$ cat config.mk
export PLATFORM = sky130hd
export DESIGN_NAME = tank_level_monitor
export DESIGN_NICKNAME = d
export VERILOG_FILES = /design/src/rtl/tank_level_monitor.sv
export SDC_FILE = /design/constraint.sdc
export NUM_CORES = 1
export LEC_CHECK = 0
export ABC_AREA = 1
export BUFFER_PORTS_ARGS = -buffer_cell sky130_fd_sc_hd__buf_4
export CAP_MARGIN = 20
export CORE_MARGIN = 2
export CORE_UTILIZATION = 40
export CTS_CLUSTER_DIAMETER = 40
export DETAILED_ROUTE_END_ITERATION = 10
export PLACE_DENSITY_LB_ADDON = 0.08
export SLEW_MARGIN = 0
export SYNTH_ARGS = -nofsm -noshare
export SYNTH_HDL_FRONTEND = slang
export SYNTH_HIERARCHICAL = 1
export SYNTH_SLANG_ARGS = --single-unit
$ cat constraint.sdc
create_clock -name clk_2 -period 3.6 [get_ports clk_2]
set_input_delay 0.36 -clock clk_2 [delete_from_list [all_inputs] [get_ports clk_2]]
set_output_delay 0.36 -clock clk_2 [all_outputs]
set_load 0.05 [all_outputs]
$ cat src/rtl/tank_level_monitor.sv
// Multi-channel tank level monitor: per-channel debounce filter and latched
// alarm FSM with acknowledge, plus a scanning seven-segment digit.

module tank_level_chan #(
    parameter int FILTER = 3
) (
    input  logic       clk_2,
    input  logic       reset,
    input  logic [1:0] raw,
    input  logic       ack_edge,
    output logic [1:0] level,
    output logic [1:0] state
);
    localparam int CW = $clog2(FILTER + 1);
    localparam logic [1:0] ST_OK    = 2'b00;
    localparam logic [1:0] ST_ALARM = 2'b01;
    localparam logic [1:0] ST_ACKED = 2'b10;

    logic [1:0]    last_raw_q, last_raw_d;
    logic [1:0]    level_q, level_d;
    logic [1:0]    state_q, state_d;
    logic [1:0]    acked_q, acked_d;
    logic [CW-1:0] cnt_q, cnt_d;
    logic          cond;

    always_comb begin
        if (raw == last_raw_q)
            cnt_d = (cnt_q == CW'(FILTER)) ? cnt_q : cnt_q + CW'(1);
        else
            cnt_d = CW'(1);
        last_raw_d = raw;
        level_d    = (cnt_d == CW'(FILTER)) ? raw : level_q;
    end

    assign cond = level_q[1];

    // acked_q remembers which alarm code was acknowledged, so a swap to the
    // other alarm code re-raises the alarm.
    always_comb begin
        state_d = state_q;
        acked_d = acked_q;
        case (state_q)
            ST_ALARM: begin
                if (ack_edge) begin
                    state_d = cond ? ST_ACKED : ST_OK;
                    acked_d = level_q;
                end
            end
            ST_ACKED: begin
                if (!cond)
                    state_d = ST_OK;
                else if (level_q != acked_q)
                    state_d = ST_ALARM;
            end
            default: begin
                if (cond)
                    state_d = ST_ALARM;
            end
        endcase
    end

    always_ff @(posedge clk_2) begin
        if (reset) begin
            last_raw_q <= 2'b01;
            cnt_q      <= '0;
            level_q    <= 2'b01;
            state_q    <= ST_OK;
            acked_q    <= 2'b00;
        end else begin
            last_raw_q <= last_raw_d;
            cnt_q      <= cnt_d;
            level_q    <= level_d;
            state_q    <= state_d;
            acked_q    <= acked_d;
        end
    end

    assign level = level_q;
    assign state = state_q;
endmodule

module tank_level_monitor #(
    parameter int NCH         = 4,
    parameter int FILTER      = 3,
    parameter int SCAN_CYCLES = 2
) (
    input  logic                     clk_2,
    input  logic                     reset,
    input  logic [2*NCH-1:0]         sensors,
    input  logic                     ack,
    output logic [2*NCH-1:0]         level,
    output logic [$clog2(NCH)-1:0]   chan,
    output logic [7:0]               seg,
    output logic                     alarm,
    output logic [2*NCH-1:0]         state
);
    localparam int CHW = $clog2(NCH);
    localparam int TW  = (SCAN_CYCLES > 1) ? $clog2(SCAN_CYCLES) : 1;

    logic           ack_q, ack_d;
    logic           ack_edge;
    logic [TW-1:0]  tick_q, tick_d;
    logic [CHW-1:0] chan_q, chan_d;
    logic [CHW-1:0] low_idx;
    logic [NCH-1:0] alarm_vec;
    logic [1:0]     disp_lvl, disp_st;
    logic [6:0]     letter;

    assign ack_edge = ack & ~ack_q;
    assign ack_d    = ack;

    for (genvar k = 0; k < NCH; k++) begin : g_ch
        tank_level_chan #(.FILTER(FILTER)) u_ch (
            .clk_2    (clk_2),
            .reset    (reset),
            .raw      (sensors[2*k +: 2]),
            .ack_edge (ack_edge),
            .level    (level[2*k +: 2]),
            .state    (state[2*k +: 2])
        );
        assign alarm_vec[k] = (state[2*k +: 2] == 2'b01);
    end

    assign alarm = |alarm_vec;

    always_comb begin
        low_idx = '0;
        for (int k = NCH - 1; k >= 0; k--)
            if (alarm_vec[k])
                low_idx = CHW'(k);
    end

    // An active alarm pins the display and holds the dwell counter at zero,
    // so scanning restarts from that channel with a full dwell.
    always_comb begin
        tick_d = tick_q;
        chan_d = chan_q;
        if (alarm) begin
            tick_d = '0;
            chan_d = low_idx;
        end else if (tick_q == TW'(SCAN_CYCLES - 1)) begin
            tick_d = '0;
            chan_d = (chan_q == CHW'(NCH - 1)) ? '0 : chan_q + CHW'(1);
        end else begin
            tick_d = tick_q + TW'(1);
        end
    end

    always_ff @(posedge clk_2) begin
        if (reset) begin
            ack_q  <= 1'b0;
            tick_q <= '0;
            chan_q <= '0;
        end else begin
            ack_q  <= ack_d;
            tick_q <= tick_d;
            chan_q <= chan_d;
        end
    end

    assign disp_lvl = level[2*chan_q +: 2];
    assign disp_st  = state[2*chan_q +: 2];

    always_comb begin
        case (disp_lvl)
            2'b00:   letter = 7'h77;
            2'b01:   letter = 7'h54;
            2'b10:   letter = 7'h7C;
            default: letter = 7'h5E;
        endcase
    end

    assign seg  = {disp_st != 2'b00, letter};
    assign chan = chan_q;
endmodule

; ---- Word level (Yosys, flattened, before mapping)
; Index checks and enable logic that the tools add are counted.
[totals]
regBits = 44
output_inout_bits = 27
[op_classes]
n_mux = 40
n_addsub = 6
reduce_logical = 17
shifts = 2
eq_ne = 35
n_bitwise = 2
[ops]
columns = cell, n
row1 = $mux W2, 35
row2 = $eq A2 B2 Y1 const B, 14
row3 = $pmux W6 S3, 1
row4 = $pmux W2 S2, 4
row5 = $shiftx A8 B4 Y2, 2
row6 = $ne A3 B3 Y1 const B, 4
row7 = $reduce_and A3 Y1, 4
row8 = $reduce_bool A3 Y1, 4
row9 = $add A2 B1 Y2 const B, 5
row10 = $eq A2 B1 Y1 const B, 5
row11 = $eq A2 B2 Y1, 4
row12 = $ne A2 B2 Y1, 4
row13 = $ne A2 B2 Y1 const B, 4
row14 = $reduce_and A2 Y1, 4
row15 = $reduce_or A6 Y1, 1
row16 = $reduce_bool A2 Y1, 2
row17 = $reduce_or A4 Y1, 1
row18 = $logic_not A2 Y1, 1
row19 = $add A1 B1 Y1 const B, 1
row20 = $and A1 B1 Y1, 1
row21 = $not A1 Y1, 1

; ---- Depth between registers and ports, before layout
[depth]
depth_word = 6
depth_mapped = 9
depth_no_buf = 9

; ---- Hierarchy
; Netlist, hierarchy kept.
[by_module_without_submodules]
columns = module, seq_area_each_um2, cells_per_inst, area_per_inst_um2, n_inst
row1 = tank_level_chan, 200.2, 68, 485.5, 4
row2 = tank_level_monitor, 80.1, 72, 459.2, 1

; ---- Worst setup path after synthesis
; OpenSTA, ideal clock, no wires.
[synth_path]
path_type = reg2out
from = reg chan_q[0], in the netlist chan[0]
to = out seg[7]
path_stages_with_launch = 4
required_time_ns = 3.240
arrival_time_ns = 2.167
n_path_buf = 1
path_slack_ns = 1.073
cell_sequence = dfxtp_1 > buf_2 > nor3_1 > o31ai_1
[synth_via]
elab_chain_len = 2
[synth_rtl]
columns = element, line
row1 = from (decl), 103  ; logic [CHW-1:0] chan_q, chan_d;
row2 = from (signal assigned), 157  ; chan_q <= chan_d;
row3 = $shiftx A8 B4 Y2, 162  ; assign disp_st = state[2*chan_q +: 2];
row4 = $reduce_bool A2 Y1, 173  ; assign seg = {disp_st != 2'b00, letter};
row5 = to (decl), 93  ; output logic [7:0] seg,
; No other way between the ends.

; ---- Worst setup path in the final report
[layout_path]
from = reg chan_q[0], in the netlist chan[0]
to = out seg[5]
[layout_via]
elab_chain_len = 3
[layout_rtl]
columns = element, line
row1 = $shiftx A8 B4 Y2 *, 161  ; assign disp_lvl = level[2*chan_q +: 2];
row2 = $eq A2 B2 Y1 (tied with other cells), 165  ; case (disp_lvl)
row3 = $pmux W6 S3 *, 165
; Mark *: on every way between the ends. The rest lies on a longest branch, timed or not.

==> metrics <==
Die W 81.5 um; initial antenna violation count 0; Pwr Total 2.21 mW; CTS resizes 0; Crit. End Element output port; Synth Area in Compound Gates 0.0969; Clock Path Buffers 2; Post-Synth XOR/XNOR Area 0.0271; Worst Setup Start Kind register; Post-CTS Hold Fix Bufs 0; area of the core 5850 um^2; Post-Synth Simple-Gate Area 0.322; Max VDD drop 0.000615 V; synth warn 6; Die H 81.5 um; Final Hold Vio Count 0; area leader, netlist dfxtp_1; layout cell share with drive strength beyond 1 0.203; Setup-failing EPs final 0; multiplexer area fraction after synthesis 0; WS Path Type register to output port; Yosys reg bits 44; Hold Path Class primary input to register; remaining global-route overflow 0; nets@finish 406; static leakage 1.44 nW; Non-Filler Instances 459; Detailed Route Iter0 Violations 94; max cap viols 0; Max Freq 432 MHz; Setup TNS 0 ns; cells after synthesis 344; number of global-route vias before repair 1,820; clk root buf clkbuf_8; Total Routing Usage GR 0.162; largest family of logic cells by synthesized area simple AND/OR/NAND/NOR gates; mapped cell area 2400 um^2; WP data required 3.24 ns; Placed Area 2730 um^2; Pre-antenna DRT Iters 4; Routed WL 4.93 mm; Rows 28; top-area cell type share of the netlist area 0.367; largest net degree at the start of global routing 17; Adder-Cell Fraction of Synth Area 0.0625; Synth area leaders dfxtp_1 (37%), nand2_1 (14%), inv_1 (11%), ha_1 (6.3%), nor2_1 (4.1%); CTS tree built; first-pass GRT wire length 8.11 mm; clock skew 0.00866 ns; Initial Utilization 0.410; CTS buffer count 5; DR WL/cell 10.7 um; Routed Antenna Nets 0; final count of pins violating max slew 0; DP Wirelength 3.71 mm; syn_area_per_cell 6.98 um^2; Diodes inserted 0; multi-input logic area 1230 um^2; htree depth 2; vias per inst 4.54; post-CTS setup buffers 0; Power Density 785 nW/um^2; Register Area 881 um^2; global placer's final weighted congestion 0.788; area grow syn2layout 17.5%; Synth cell types 26; Residual DRC 0; placed cells 451; FILL cells 594; Min Clock Period, post-route 2.31 ns; design area 2820 um^2; io pins 38; worst path arrival time 1.95 ns; worst skew pair latency 0.30 ns; vias post-DR 2,082; crit path max fanout 10; status complete, no violations; clock sinks 44; clock slew at reported path FFs 0.09 ns; count of input and output buffers 34; unrepaired setup endpoints after global routing no; fin crit share 0.643; die area 6640 um^2; register area share after synthesis 0.367
Yosys cell counts:
| master | count |
|---|---|
| nand2_1 | 87 |
| inv_1 | 68 |
| dfxtp_1 | 44 |
| nor2_1 | 26 |
| o21ai_0 | 16 |
| ha_1 | 12 |
| nor2_2 | 12 |
| nand3_1 | 11 |
| a21oi_1 | 10 |
| nand2_2 | 10 |
| nand4_1 | 9 |
| nor3_1 | 6 |
| o211ai_1 | 5 |
| o21ai_1 | 5 |
| nand3_2 | 4 |
| xnor2_2 | 4 |
| buf_4 | 3 |
| a32oi_2 | 2 |
| inv_2 | 2 |
| or2_2 | 2 |
| buf_2 | 1 |
| clkinv_2 | 1 |
| conb_1 | 1 |
| nor2_4 | 1 |
| o31ai_1 | 1 |
| or2_0 | 1 |
registers in the layout, summed over array words and instances (netlist names):
register	flops
g_ch.u_ch/acked_q	8
g_ch.u_ch/cnt_q	8
g_ch.u_ch/last_raw_q	8
g_ch.u_ch/level	8
g_ch.u_ch/state	8
chan	2
ack_q	1
tick_q	1
kinds of logic (layout without fill, tap and decap cells):
family | count (synthesis) | count (layout)
and+or+nand+nor | 169 | 169
buffers and inverters | 75 | 113
DFF | 44 | 44
AOI/OAI and AO/OA | 39 | 39
adders and majority gates | 12 | 12
xor gates and xnor gates | 4 | 4
other | 1 | 3
critical path, cell delays in order (launching register included):
cell and delay (ns):
dfxtp_1 0.53, nand2_1 0.11, a32oi_2 0.25, inv_1 0.09
ha_1 0.20, or2_2 0.29, buf_4 0.19
final cells by class:
class	instances	share of cell area
clock buffers	8	0.0319
well taps	75	0.0333
multi-input cells	227	0.437
flip-flops and latches	44	0.312
inverters	71	0.0949
repair buffers	34	0.0905
where the power goes:
| group | internal, mW | leakage (nW) | switching (mW) |
|---|---|---|---|
| combinational | 0.387 | 1.03 | 0.824 |
| sequential | 0.572 | 0.361 | 0.104 |
| clock | 0.157 | 0.0455 | 0.170 |
| total | 1.12 | 1.44 | 1.10 |
cell usage in the layout, fill, tap and decap left out:
cell type  count
ha_1          12
a32oi_2        2
nand3_1       11
a21oi_1       10
xnor2_2        4
or2_0          1
or2_2          2
nor3_1         6
buf_4         34
o21ai_0       16
inv_1         68
nand2_1       87
conb_1         3
o31ai_1        1
clkbuf_8       6
nand3_2        4
nor2_1        26
clkinv_2       1
o211ai_1       5
inv_2          2
dfxtp_1       44
nand2_2       10
nand4_1        9
nor2_2        12
clkbuf_1       2
nor2_4         1
o21ai_1        5
per-layer routing:
metal  global-route usage  vias up  wire length, um
met3               0.0495        8              252
met5                    0        -                0
li1                     -     1133                -
met1                0.203      903             2370
met2                0.261       38             2210
met4               0.0644        0               94
per-stage QoR:
step                 util  hold WS [ns]  setup slack, ns
detailed placement  0.467         0.447             1.59
floorplan               -         0.430             1.07
global route        0.482         0.264             1.16
finish              0.482         0.259             1.29
global placement    0.467         0.445             1.61
CTS                 0.482         0.253             1.26
worst paths after layout:
path                            cells after the start  slack [ns]                            startpoint                               endpoint
worst max-delay path                                6        1.29                  chan[0]$_SDFFE_PP0P_                                 seg[5]
worst max register to register                      8        2.22    g_ch[1].u_ch/state[0]$_SDFFE_PP0P_     g_ch[1].u_ch/state[1]$_SDFFE_PP0P_
worst min register to register                      2        0.46  g_ch[1].u_ch/acked_q[1]$_SDFFE_PP0P_   g_ch[1].u_ch/acked_q[1]$_SDFFE_PP0P_
worst min-delay path                                3        0.26                            sensors[6]  g_ch[3].u_ch/last_raw_q[0]$_SDFF_PP1_
No activity file was read; power rests on OpenSTA's default activity.
